[config.mk]
export PLATFORM = sky130hd
export DESIGN_NAME = adder
export DESIGN_NICKNAME = d
export VERILOG_FILES = /design/src/rtl/adder_pkg.sv /design/src/rtl/full_adder_cell.sv /design/src/rtl/adder.sv
export SDC_FILE = /design/constraint.sdc
export NUM_CORES = 1
export LEC_CHECK = 0
export ABC_AREA = 1
export BUFFER_PORTS_ARGS = -buffer_cell sky130_fd_sc_hd__buf_4
export CAP_MARGIN = 20
export CORE_AREA = 2 2 39 41
export CTS_BUF_LIST = sky130_fd_sc_hd__clkbuf_16
export DETAILED_ROUTE_END_ITERATION = 10
export DIE_AREA = 0 0 41 43
export SKIP_CTS_REPAIR_TIMING = 1
export SLEW_MARGIN = 30
export SYNTH_ARGS = -nofsm -noshare
export SYNTH_HDL_FRONTEND = slang
export SYNTH_SLANG_ARGS = --single-unit
[constraint.sdc]
create_clock -name clk -period 1 [get_ports clk]
set_input_delay 0.1 -clock clk [delete_from_list [all_inputs] [get_ports clk]]
set_output_delay 0.1 -clock clk [all_outputs]
set_load 0.005 [all_outputs]
[src/rtl/adder_pkg.sv]
// Shared constants, result type and bit-level helpers for the adder datapath block.
package adder_pkg;

    localparam int ADDER_MAX_WIDTH = 32;

    // {cout, sum} pair as consumed by the processor datapath; sum is zero-extended to the max width.
    typedef struct packed {
        logic                       cout;
        logic [ADDER_MAX_WIDTH-1:0] sum;
    } adder_result_t;

    function automatic logic xor3(input logic x, input logic y, input logic z);
        return x ^ y ^ z;
    endfunction

    function automatic logic maj3(input logic x, input logic y, input logic z);
        return (x & y) | (x & z) | (y & z);
    endfunction

endpackage

[src/rtl/full_adder_cell.sv]
// One-bit combinational full adder: the repeating cell of the ripple-carry chain.
module full_adder_cell
    import adder_pkg::*;
(
    input  logic a,
    input  logic b,
    input  logic ci,
    output logic s,
    output logic co
);

    assign s  = xor3(a, b, ci);
    assign co = maj3(a, b, ci);

endmodule

[src/rtl/adder.sv]
// Registered WIDTH-bit ripple-carry adder (one-cycle latency) built from full_adder_cell.
// Optional macro ADDER_OVERFLOW_EN adds a registered two's-complement overflow output ovf.
module adder
    import adder_pkg::*;
#(
    parameter int WIDTH = 1
)
(
    input  logic             clk,
    input  logic             rst_n,
    input  logic             in_valid,
    input  logic [WIDTH-1:0] a,
    input  logic [WIDTH-1:0] b,
    input  logic             cin,
    output logic             out_valid,
    output logic [WIDTH-1:0] sum,
    output logic             cout
`ifdef ADDER_OVERFLOW_EN
    ,
    output logic             ovf
`endif
);

    logic [WIDTH:0]   carry_s;
    logic [WIDTH-1:0] sum_core_s;

    logic [WIDTH-1:0] sum_d;
    logic [WIDTH-1:0] sum_q;
    logic             cout_d;
    logic             cout_q;
    logic             valid_d;
    logic             valid_q;
`ifdef ADDER_OVERFLOW_EN
    logic             ovf_d;
    logic             ovf_q;
`endif

    assign carry_s[0] = cin;

    for (genvar i = 0; i < WIDTH; i++) begin : g_cell
        full_adder_cell u_cell (
            .a  (a[i]),
            .b  (b[i]),
            .ci (carry_s[i]),
            .s  (sum_core_s[i]),
            .co (carry_s[i+1])
        );
    end

    // Next-state: capture the chain result when qualified, otherwise hold so idle inputs cannot leak in.
    always_comb begin
        sum_d   = sum_q;
        cout_d  = cout_q;
        valid_d = 1'b0;
`ifdef ADDER_OVERFLOW_EN
        ovf_d   = ovf_q;
`endif
        if (in_valid) begin
            sum_d   = sum_core_s;
            cout_d  = carry_s[WIDTH];
            valid_d = 1'b1;
`ifdef ADDER_OVERFLOW_EN
            // Signed overflow: carry into the MSB differs from carry out of it.
            ovf_d   = carry_s[WIDTH] ^ carry_s[WIDTH-1];
`endif
        end else begin
            sum_d   = sum_q;
            cout_d  = cout_q;
            valid_d = 1'b0;
`ifdef ADDER_OVERFLOW_EN
            ovf_d   = ovf_q;
`endif
        end
    end

    // Output registers with asynchronous clear.
    always_ff @(posedge clk or negedge rst_n) begin
        if (!rst_n) begin
            sum_q   <= {WIDTH{1'b0}};
            cout_q  <= 1'b0;
            valid_q <= 1'b0;
`ifdef ADDER_OVERFLOW_EN
            ovf_q   <= 1'b0;
`endif
        end else begin
            sum_q   <= sum_d;
            cout_q  <= cout_d;
            valid_q <= valid_d;
`ifdef ADDER_OVERFLOW_EN
            ovf_q   <= ovf_d;
`endif
        end
    end

    assign sum       = sum_q;
    assign cout      = cout_q;
    assign out_valid = valid_q;
`ifdef ADDER_OVERFLOW_EN
    assign ovf       = ovf_q;
`endif

endmodule

==> Word level (Yosys, flattened, before mapping) <==
Cells that the tools add are included.
{ "classes": {"n_mux": 1, "bitwise": 7} }
{ "ops": {"columns": ["op", "count"], "rows": [
  ["1-bit AND", 3],
  ["1-bit OR", 2],
  ["1-bit XOR", 2],
  ["1-bit 2-to-1 mux", 1]
]} }
{ "word_totals": {"reg_bits": 3, "input_bits": 6, "output_inout_bits": 3, "wordCells": 11} }

==> Longest topological paths before layout <==
{ "depth": {"word_depth": 3, "mapped_depth": 3, "depth_no_buf": 3} }

==> Hierarchy <==
A second synthesis with hierarchy kept.
{ "hier_totals": {"hier_cells": 11, "area_unflattened_um2": 121.4} }
{ "by_module_without_submodules": {"columns": ["mod", "instances", "cells_per_inst", "area_per_inst_um2", "seq_area_each_um2"], "rows": [
  ["adder", 1, 10, 101.3, 75.1],
  ["full_adder_cell", 1, 1, 20.0, 0.0]
]} }

==> Worst setup path before layout <==
Ideal clock, no wire load.
{ "synth_timing": {"kind": "input port to flip-flop", "from": "in a", "to": "reg sum_q, in the netlist sum", "setup_time_ns": 0.116, "arrival_time_ns": 0.662, "required_time_ns": 0.884, "path_slack_ns": 0.222, "stages": 3, "n_path_buf": 0, "cell_sequence": "fa_1 nand2_1 nand2_1"} }
{ "synth_via": {"elab_chain_len": 2} }
{ "synth_lines": {"columns": ["item", "line", "rtl"], "rows": [
  ["start, declared", "adder.sv:12", "input logic [WIDTH-1:0] a,"],
  ["1-bit XOR (2 in series)", "adder_pkg.sv:13", "return x ^ y ^ z;"],
  ["end signal, assigned", "adder.sv:79", "sum_q <= {WIDTH{1'b0}};"],
  ["end signal, assigned", "adder.sv:86", "sum_q <= sum_d;"],
  ["end, declared", "adder.sv:28", "logic [WIDTH-1:0] sum_q;"]
]} }
No other way between the ends.
A chain may end at the register's enable or synchronous reset.

==> Final worst setup path <==
{ "layout_timing": {"from": "reg cout_q, in the netlist cout", "to": "out cout"} }
{ "layout_lines": {"columns": ["item", "line", "rtl"], "rows": [
  ["start, declared", "adder.sv:30", "logic cout_q;"],
  ["start signal, assigned", "adder.sv:87", "cout_q <= cout_d;"],
  ["end, declared", "adder.sv:17", "output logic cout"]
]} }
No word-level cell between the ends.

==> results.py <==
metrics = {
    "timing": {
        "worst_slew_pin_slew_ns": 0.07973,
        "finalSetupViolCount": 0,
        "min_period_ns": 0.8243,
        "drv_slew": 0,
        "grt_setup_unrepaired": "false",
        "tns_ns": 0,
        "finalCritPeriodShare": 0.8243,
        "maxSlewHeadroom": 0.9467,
        "final_hold_viol_count": 0,
        "finalClockSkew_ns": 0,
        "fmax_mhz": 1213,
    },
    "floorplanning": {
        "dieWidth_um": 41,
        "chipHeight_um": 43,
        "initial_core_util": 0.08770,
        "ios": 9,
        "dieArea_sq_um": 1763,
        "core_area_sq_um": 1384,
        "rows": 14,
    },
    "worst_setup_path": {
        "path_cells": "buf_4",
        "crit_buf_inv": 1,
        "endpoint_kind": "output port",
        "cp_top_family": "flip-flops",
        "critPathSlowestCell": "dfrtp_1",
        "critPathKind": "register to output port",
        "cp_data_arrival_time_ns": 0.72,
        "reg2reg_from": "sum",
        "critPathMaxFanout": 2,
        "required_ns": 0.90,
        "cpPeakStageDelay_ns": 0.37,
        "cp-startpoint": "cout",
        "cp-start-kind": "register",
    },
    "clocking": {
        "clk-insertion-delay-late_ns": 0.22,
        "htreeDepth": 1,
        "root_buffer": "clkbuf_16",
        "cts.sinks": 3,
        "cts_tree": "yes",
        "clk_pin_slew_worst_paths_ns": 0.03,
        "clockBufferDepth": 2,
        "cts_made_buffers": 3,
    },
    "pwr": {
        "finalPower_mw": 0.8228,
        "p_leak_nw": 0.1512,
        "powerDensity_nw_per_um2": 2834,
        "vdd_drop_max_mv": 0.5160,
    },
    "final_layout": {
        "area_growth_pct": 139.2,
        "n_antenna_cell": 0,
        "layout-drive-gt1-share": 0.4583,
        "fin_nets": 32,
    },
    "synthesis": {
        "synth_top_area_share": 0.6186,
        "yosysMostFrequentCell": "nand2_1",
        "syn_nets": 18,
        "synth-seq-cells": 3,
        "synth_edf_count": 0,
        "ys_top_cells_by_count": "6 x nand2_1, 3 x dfrtp_1, 1 x fa_1, 1 x inv_1",
        "ys.flop_type": "dfrtp_1",
        "synthCells": 11,
        "synthArstFlopShare": 1.000,
        "ys_top_cells_by_area": "dfrtp_1 62%, nand2_1 19%, fa_1 16%",
        "syn_area_sq_um": 121.4,
        "ys_warn_count": 0,
        "synth.distinct_cells": 4,
        "avgSynthCellArea_sq_um": 11.03,
        "seq_area_frac_synth": 0.6186,
        "yosys.area.top_type": "dfrtp_1",
    },
    "job": {
        "cap_violations": 0,
    },
    "detailed_routing": {
        "wl_um": 301,
        "avgRoutedWirePerCell_um": 7.525,
        "via_per_inst": 3.000,
        "dr.pass1.iters": 1,
        "vias": 120,
        "drtIter0Drc": 0,
        "drc_errors": 0,
        "ant_nets": 0,
    },
    "worst_hold_path": {
        "hp-class": "input port to register",
        "hp-start": "in_valid",
    },
    "global_routing": {
        "grt_pass1_vias": 130,
        "grt_usage": 0.04829,
        "grt_overflow": 0,
        "grt_pass1_wl_um": 462,
        "grt_max_degree": 5,
        "antenna_found_initial": 0,
    },
    "placed_design": {
        "routabilityCongestion": 0.5463,
        "io_buffers": 8,
    },
    "run_status": {
        "status": "finished, final reports clean",
    },
}
[through the flow]
step	setup WS (ns)	cells	hold WS (ns)	area (sq um)	utilization
after floorplan	0.2218	11	-0.1956	121.4	-
after global placement	0.07093	35	-0.1097	201.4	0.1456
after detailed placement	0.06710	35	-0.1087	201.4	0.1456
after CTS	0.1709	39	-0.3428	280.3	0.2025
after global routing	0.1537	40	0.01297	290.3	0.2098
final	0.1757	40	0.01403	290.3	0.2098
[final cells by class]
| type | instances | area, sq um |
|---|---|---|
| multi-input cells | 7 | 42.54 |
| fillers | 148 | 1094 |
| repair buffers | 9 | 70.07 |
| clock buffers | 3 | 75.07 |
| flip-flops and latches | 3 | 75.07 |
| well taps | 16 | 20.02 |
| clock inverters | 1 | 3.754 |
| inverters | 1 | 3.754 |
[kinds of logic after synthesis]
family	count (synthesis)	synth area share
DFF	3	0.6185
and+or+nand+nor	6	0.1856
adders and majority gates	1	0.1650
buffers and inverters	1	0.03090
[cell usage in the layout (no fill, tap or decap)]
master,count
fa_1,1
dfrtp_1,3
nand2_1,6
buf_4,8
clkbuf_16,3
dlygate4sd3_1,1
inv_1,2
[layer usage]
metal,share of wire,up-vias,track usage
met5,0,-,0
met4,0,0,0.08000
met3,0.17,0,0.03665
met2,0.42,10,0.05313
met1,0.42,53,0.03883
li1,-,57,-
[registers in the layout (all words and copies together), names as in the netlist]
signal,cells
cout,1
out_valid,1
sum,1
[power by group]
part	leakage [nW]	internal, mW	total [mW]	switching (mW)
Sequential	0.0360	0.135	0.141	0.00596
Clock	0.0423	0.515	0.621	0.105
Combinational	0.0729	0.0381	0.0613	0.0232
[final timing paths]
kind | end | cells after the start | slack (ns)
max in group asynchronous | sum | 2 | 0.69
worst min register to register | cout | 2 | 0.47
worst max register to register | sum | 2 | 0.41
worst min-delay path | out_valid | 1 | 0.01
min in group asynchronous | out_valid | 2 | 0.22
worst max-delay path | cout | 1 | 0.18
Power figures use the tool's default switching activity.
